[config.mk]
export PLATFORM = sky130hd
export DESIGN_NAME = sprite_line_fetcher
export DESIGN_NICKNAME = d
export VERILOG_FILES = /design/src/rtl/sprite_line_fetcher.sv
export SDC_FILE = /design/constraint.sdc
export NUM_CORES = 1
export LEC_CHECK = 0
export CORE_MARGIN = 2
export CORE_UTILIZATION = 40
export CTS_CLUSTER_DIAMETER = 40
export DETAILED_ROUTE_END_ITERATION = 16
export MAX_ROUTING_LAYER = met4
export RECOVER_POWER = 50
export SYNTH_ARGS = -nofsm -noshare
export SYNTH_HDL_FRONTEND = slang
export SYNTH_SLANG_ARGS = --single-unit
[constraint.sdc]
create_clock -name Clk -period 5.04 [get_ports Clk]
set_input_delay 1.008 -clock Clk [delete_from_list [all_inputs] [get_ports Clk]]
set_output_delay 1.008 -clock Clk [all_outputs]
set_load 0.01 [all_outputs]
[src/rtl/sprite_line_fetcher.sv]
// Sprite scanline fetcher: on line_start, tests whether the requested scanline
// crosses the sprite, streams that sprite row out of a 1-cycle-latency ROM
// into a line buffer, then serves per-column pixels with colour-key masking.
//
// Ports:
//   Clk, Reset_n            clock, async active-low reset
//   line_start, line_y      fetch request pulse and scanline
//   sprite_x, sprite_y      sprite top-left position (sampled on line_start)
//   flip_h, flip_v          mirror flags (sampled on line_start)
//   rom_addr / rom_data     sprite ROM read port (data valid one cycle later)
//   draw_x                  column being displayed
//   pixel_rgb, pixel_valid  sprite colour for previous cycle's draw_x
//   line_ready, busy        line buffer complete / fetch in progress
module sprite_line_fetcher #(
  parameter int unsigned SPR_DIM   = 26,
  parameter logic [23:0] KEY_COLOR = 24'h000000
) (
  input  logic        Clk,
  input  logic        Reset_n,
  input  logic        line_start,
  input  logic [9:0]  line_y,
  input  logic [9:0]  sprite_x,
  input  logic [9:0]  sprite_y,
  input  logic        flip_h,
  input  logic        flip_v,
  output logic [9:0]  rom_addr,
  input  logic [23:0] rom_data,
  input  logic [9:0]  draw_x,
  output logic [23:0] pixel_rgb,
  output logic        pixel_valid,
  output logic        line_ready,
  output logic        busy
);

  localparam int unsigned IDX_W  = $clog2(SPR_DIM);
  localparam int unsigned CRD_W  = 10;
  localparam int unsigned CMP_W  = CRD_W + 1;
  localparam int unsigned ADDR_W = 10;
  localparam int unsigned PIX_W  = 24;
  localparam logic [IDX_W-1:0] LAST_IDX = IDX_W'(SPR_DIM - 1);
  localparam logic [CMP_W-1:0] SPAN     = CMP_W'(SPR_DIM - 1);

  typedef enum logic [1:0] {IDLE, FETCH, DRAIN, READY} state_e;

  state_e             state_q;
  logic               hit_q;
  logic [IDX_W-1:0]   row_q;
  logic [IDX_W-1:0]   col_q;
  logic               flip_h_q;
  logic [CRD_W-1:0]   sprite_x_q;
  logic [ADDR_W-1:0]  rom_addr_q;
  logic [PIX_W-1:0]   pixel_rgb_q;
  logic               pixel_valid_q;
  logic               line_ready_q;
  logic               busy_q;
  logic [PIX_W-1:0]   linebuf_q [SPR_DIM];

  // ROM address for a buffer column; the mirror only affects the source column.
  function automatic logic [ADDR_W-1:0] calc_addr(input logic [IDX_W-1:0] row,
                                                  input logic [IDX_W-1:0] col,
                                                  input logic             fh);
    logic [IDX_W-1:0] src;
    src = fh ? (LAST_IDX - col) : col;
    return ADDR_W'(row) * ADDR_W'(SPR_DIM) + ADDR_W'(src);
  endfunction

  // Vertical hit test and row select, widened so sprite_y+SPR_DIM cannot wrap.
  logic [CMP_W-1:0] line_y_w, sprite_y_w, dy_w;
  logic             hit_d;
  logic [IDX_W-1:0] row_d;
  assign line_y_w   = {1'b0, line_y};
  assign sprite_y_w = {1'b0, sprite_y};
  assign dy_w       = line_y_w - sprite_y_w;
  assign hit_d      = (line_y_w >= sprite_y_w) && (line_y_w <= sprite_y_w + SPAN);
  assign row_d      = flip_v ? (LAST_IDX - IDX_W'(dy_w)) : IDX_W'(dy_w);

  // Horizontal window lookup for the pixel path.
  logic [CMP_W-1:0] draw_x_w, sprite_x_w, dx_w;
  logic             in_rng_c;
  logic [IDX_W-1:0] rd_idx_c;
  logic [PIX_W-1:0] rd_pix_c;
  logic             pix_ok_c;
  assign draw_x_w   = {1'b0, draw_x};
  assign sprite_x_w = {1'b0, sprite_x_q};
  assign dx_w       = draw_x_w - sprite_x_w;
  assign in_rng_c   = (draw_x_w >= sprite_x_w) && (draw_x_w <= sprite_x_w + SPAN);
  assign rd_idx_c   = in_rng_c ? IDX_W'(dx_w) : '0;
  assign rd_pix_c   = linebuf_q[rd_idx_c];
  // A line_start this cycle leaves READY, so the next pixel must already be blank.
  assign pix_ok_c   = (state_q == READY) && hit_q && !line_start && in_rng_c &&
                      (rd_pix_c != KEY_COLOR);

  // ROM data returning now belongs to the column issued one cycle earlier.
  logic             wr_en_c;
  logic [IDX_W-1:0] wr_idx_c;
  assign wr_en_c  = ((state_q == FETCH) && (col_q != '0)) || (state_q == DRAIN);
  assign wr_idx_c = (state_q == DRAIN) ? LAST_IDX : (col_q - IDX_W'(1));

  // Line buffer storage; contents are meaningless until a fetch completes.
  always_ff @(posedge Clk) begin
    if (wr_en_c) linebuf_q[wr_idx_c] <= rom_data;
  end

  // Control FSM with registered outputs.
  always_ff @(posedge Clk or negedge Reset_n) begin
    if (!Reset_n) begin
      state_q       <= IDLE;
      hit_q         <= 1'b0;
      row_q         <= '0;
      col_q         <= '0;
      flip_h_q      <= 1'b0;
      sprite_x_q    <= '0;
      rom_addr_q    <= '0;
      pixel_rgb_q   <= '0;
      pixel_valid_q <= 1'b0;
      line_ready_q  <= 1'b0;
      busy_q        <= 1'b0;
    end else begin
      pixel_valid_q <= pix_ok_c;
      pixel_rgb_q   <= pix_ok_c ? rd_pix_c : '0;
      // A request in any state (including mid-fetch) restarts from scratch.
      if (line_start) begin
        hit_q      <= 1'b0;
        row_q      <= row_d;
        col_q      <= '0;
        flip_h_q   <= flip_h;
        sprite_x_q <= sprite_x;
        if (hit_d) begin
          state_q      <= FETCH;
          rom_addr_q   <= calc_addr(row_d, '0, flip_h);
          busy_q       <= 1'b1;
          line_ready_q <= 1'b0;
        end else begin
          state_q      <= READY;
          rom_addr_q   <= '0;
          busy_q       <= 1'b0;
          line_ready_q <= 1'b1;
        end
      end else begin
        case (state_q)
          FETCH: begin
            if (col_q == LAST_IDX) begin
              state_q    <= DRAIN;
              rom_addr_q <= '0;
            end else begin
              col_q      <= col_q + IDX_W'(1);
              rom_addr_q <= calc_addr(row_q, col_q + IDX_W'(1), flip_h_q);
            end
          end
          DRAIN: begin
            state_q      <= READY;
            hit_q        <= 1'b1;
            busy_q       <= 1'b0;
            line_ready_q <= 1'b1;
          end
          default: ;
        endcase
      end
    end
  end

  assign rom_addr    = rom_addr_q;
  assign pixel_rgb   = pixel_rgb_q;
  assign pixel_valid = pixel_valid_q;
  assign line_ready  = line_ready_q;
  assign busy        = busy_q;

endmodule

==> key figures <==
Pwr
  – Leak: around 13 nW
  – Comb power frac: 0.231
  – Fraction of power spent switching nets: 0.2914
  – Net Switching: around 4.9 mW
  – Sequential power share: 0.372
  – Maximum VDD drop: roughly 0.28 mV
  – Power share of the clock group: 0.397
  – Internal: around 12 mW
  – PwrDens: 459.8 nW/µm²

Routing
  – Iteration-0 DRC Markers: roughly 2,100
  – Vias: roughly 20,000
  – DRT antenna net count: 0
  – Post-route DRC: 0
  – Final WL: between 90,000 and 100,000 µm
  – DRT Pass-1 Iters: 5
  – Routed len/inst: 26.91 µm
  – Vias/cell: 5.850

Yosys
  – Yosys warning total: 0
  – Syn Area/Cell: approximately 14 µm²
  – EDFF count, synth: between 600 and 700
  – Post-Syn Area: about 30,000 µm²
  – Yosys reg bits: around 700
  – Syn Nets: around 2,300
  – Top FF cell, synth: edfxtp_1
  – Async S/R FF share, synth: 0.08905
  – Post-Syn Instances: between 2,000 and 2,500
  – Netlist cell types: 95
  – Post-synthesis sequential area ratio: 0.6764

Hold path
  – Hold Path Depth: 1
  – Worst hold path type: register to register
  – Hold endpoint: busy
  – HP Start: busy

Timing
  – Worst Tran Pin Value: 3233 ps
  – Final setup viols: 0
  – Unrepaired setup endpoints after global routing: no
  – Fmax: a little over 200 MHz
  – Post-route worst setup slack: around 160 ps
  – Endpoints failing hold: 0
  – Fin crit share: 0.9688
  – Max Clock Skew: 33.78 ps
  – Period minus WS final: about 5000 ps
  – Slew headroom: -1.155
  – Final number of max-transition violations: 46

Clocking
  – CTS buffer count: 92
  – H-tree depth: 3
  – Root buf cell: clkbuf_16
  – Clock Path Buffers: 3
  – Worst-path clk slew: about 60 ps
  – CTS sink cnt: between 600 and 700
  – Worst-Skew Late Latency: ~660 ps
  – CTS tree: built

Finish
  – Most common cell after layout, fill and taps aside: edfxtp_1
  – Non-filler cells, final: 3,432
  – Fraction of layout cells with a size suffix above 1: 0.1942
  – Most frequent cells in the layout: 624 x edfxtp_1, 185 x buf_4, 151 x nand2_1
  – Area Overhead vs Synth: 23.27%
  – Layout Nets: roughly 2,500
  – Final Cell Area: roughly 37,000 µm²

GRT
  – GR peak layer: met2
  – Global-route wire length before repair: approximately 130,000 µm
  – Overflow after GRT: 0
  – M3 GR Usage: 0.04102
  – Pin count of the biggest net entering global routing: 72
  – Met2 Usage GRT: 0.3890
  – Total GRT Usage: 0.2453
  – Vias in the first global route: 19,990
  – Routing usage on met1: 0.3184
  – Initial antenna violation count: 3

Critical path
  – Cell Chain, Critical Path: ha_1 -> a211o_1 -> nand4_1 -> xnor2_1 -> ha_1 -> a211o_1 -> a21oi_2 -> o21ai_2 -> o221a_4 -> buf_12 -> nor3_4 -> buf_4 -> a221oi_1 -> nor4_1 -> a32oi_1 -> a211oi_1 -> and4_1 -> a31oi_1
  – Crit-path max FO: 8
  – Kind of capture point of the worst setup path: register
  – RR Endpoint: pixel_valid
  – Reg2reg setup slack: 160 ps
  – FF-to-FF path depth: 18
  – Slowest CP cell: nor4_1
  – Critical Path RT: 5560 ps
  – WS Path Type: register to register
  – Worst reg2reg path startpoint: sprite_x_q[0]
  – Critical path's top delay family: compound AO/OA/AOI/OAI gates
  – CP peak stage delay: 500 ps
  – CP Launch Type: register
  – Buf/Inv on CP: 2
  – Crit path DAT: ~5400 ps

Die
  – Die X: 277.7 µm
  – Std-Cell Rows: 100
  – Die Span Y: around 280 µm
  – Core area: 74,320 µm²
  – Ports: around 110
  – Starting density of the core: 0.4031
  – Die footprint: approximately 77,000 µm²

Place
  – Dpl ws: -525.6 ps
  – Post-DP HPWL: between 50,000 and 60,000 µm
  – Port Buffers: ~110
  – RD Place Congestion: around 0.89
  – Dpl cell area: 33,690 µm²
  – Dpl cells: about 3,300

Outcome
  – Failing checks: capacitance limit, slew limit
  – Status: complete, but fails checks

Run
  – Max-cap viol count: 1
power groups by stage:
| stage | combinational [mW] | sequential [mW] | clock (mW) |
|---|---|---|---|
| 2_1_floorplan | 2.11 | 6.43 | 0 |
| 3_3_place_gp | 3.82 | 6.43 | 0 |
| 5_1_grt | 4.21 | 6.32 | 7.03 |
| 6_report | 3.93 | 6.32 | 6.74 |
| 4_1_cts | 3.89 | 6.32 | 6.80 |
| 3_5_place_dp | 3.86 | 6.43 | 0 |
cell type report:
| cell class | count | area (µm²) |
|---|---|---|
| antenna | 2 | 5.005 |
| clock buffer | 108 | 2426 |
| clock inverter | 66 | 805.8 |
| fill | 6310 | 37390 |
| inverter | 71 | 266.5 |
| multi-input combinational | 1221 | 9181 |
| sequential | 685 | 20260 |
| tap | 969 | 1212 |
| timing repair buffer | 310 | 2771 |
metal layers:
layer	share of wire	wire length, µm
met5	0	0
met4	0.034	3184
met3	0.088	8111
met2	0.48	44110
met1	0.40	36940
worst max path at each step:
stage | startpoint | slack [ps] | cells past startpoint | to
floorplan | line_y[0] | 260 | 21 | rom_addr[9]
global placement | sprite_y[0] | -420 | 21 | rom_addr[9]
detailed placement | sprite_y[0] | -530 | 21 | rom_addr[9]
CTS | sprite_y[0] | 130 | 21 | rom_addr[9]
global route | line_y[0] | 2 | 21 | rom_addr[8]
finish | sprite_x_q[0] | 160 | 18 | pixel_valid
synthesized netlist by cell type (27+ instances only):
library cell,instances,area share
a21oi_1,102,0.017
mux2i_1,80,0.027
o221ai_1,27,0.0079
nor2_1,122,0.015
edfxtp_1,624,0.63
buf_2,41,0.0068
dfrtp_1,61,0.051
nand3_1,58,0.0097
nand2_1,152,0.019
inv_1,70,0.0088
clkbuf_1,49,0.0061
nor3_1,43,0.0072
a31oi_1,32,0.0067
xnor2_1,41,0.012
mux2_2,37,0.014
o21ai_0,82,0.014
ha_1,82,0.034
through the flow:
| stage | utilization | hold WS [ps] | power, mW | setup TNS [ps] |
|---|---|---|---|---|
| after CTS | 0.4969 | 201.4 | 17.00 | 0 |
| after floorplan | - | 466.9 | 8.534 | 0 |
| after global placement | 0.4534 | 460.1 | 10.25 | -1801 |
| after global routing | 0.4969 | 519.6 | 17.55 | 0 |
| final | 0.4969 | 480.0 | 16.98 | 0 |
| after detailed placement | 0.4534 | 474.8 | 10.29 | -2275 |
repair_timing:
item                       4_1_cts  5_1_grt
hold buffers                     0        0
setup buffers                    0        1
setup endpoints to repair        0        3
gates resized for setup          0        3
cells by family (layout without fill, tap and decap cells):
kind of cell    Yosys count  count (layout)  synth area share
flops                   685             685            0.6764
compound gates          477             477            0.1132
simple gates            460             460           0.07141
buf+inv                 186             555           0.02614
mux                     139             139           0.05717
fa+ha+maj                90              90           0.03959
xor+xnor                 55              55           0.01608
other cells               0               2                 0
registers in the layout, indices dropped and copies added (netlist names), 2 cells and up:
name        count
linebuf_q     624
pixel_rgb      24
sprite_x_q     10
col_q           5
rom_addr       10
state_q         2
row_q           5
worst reg2reg max path, cell delays in order, from the launching register on:
cell	delay, ps
dfrtp_1	400
ha_1	250
a211o_1	350
nand4_1	120
xnor2_1	130
ha_1	270
a211o_1	310
a21oi_2	110
o21ai_2	100
o221a_4	340
buf_12	170
nor3_4	200
buf_4	230
a221oi_1	130
nor4_1	500
a32oi_1	410
a211oi_1	390
and4_1	270
a31oi_1	80
Power figures use the tool's default switching activity.
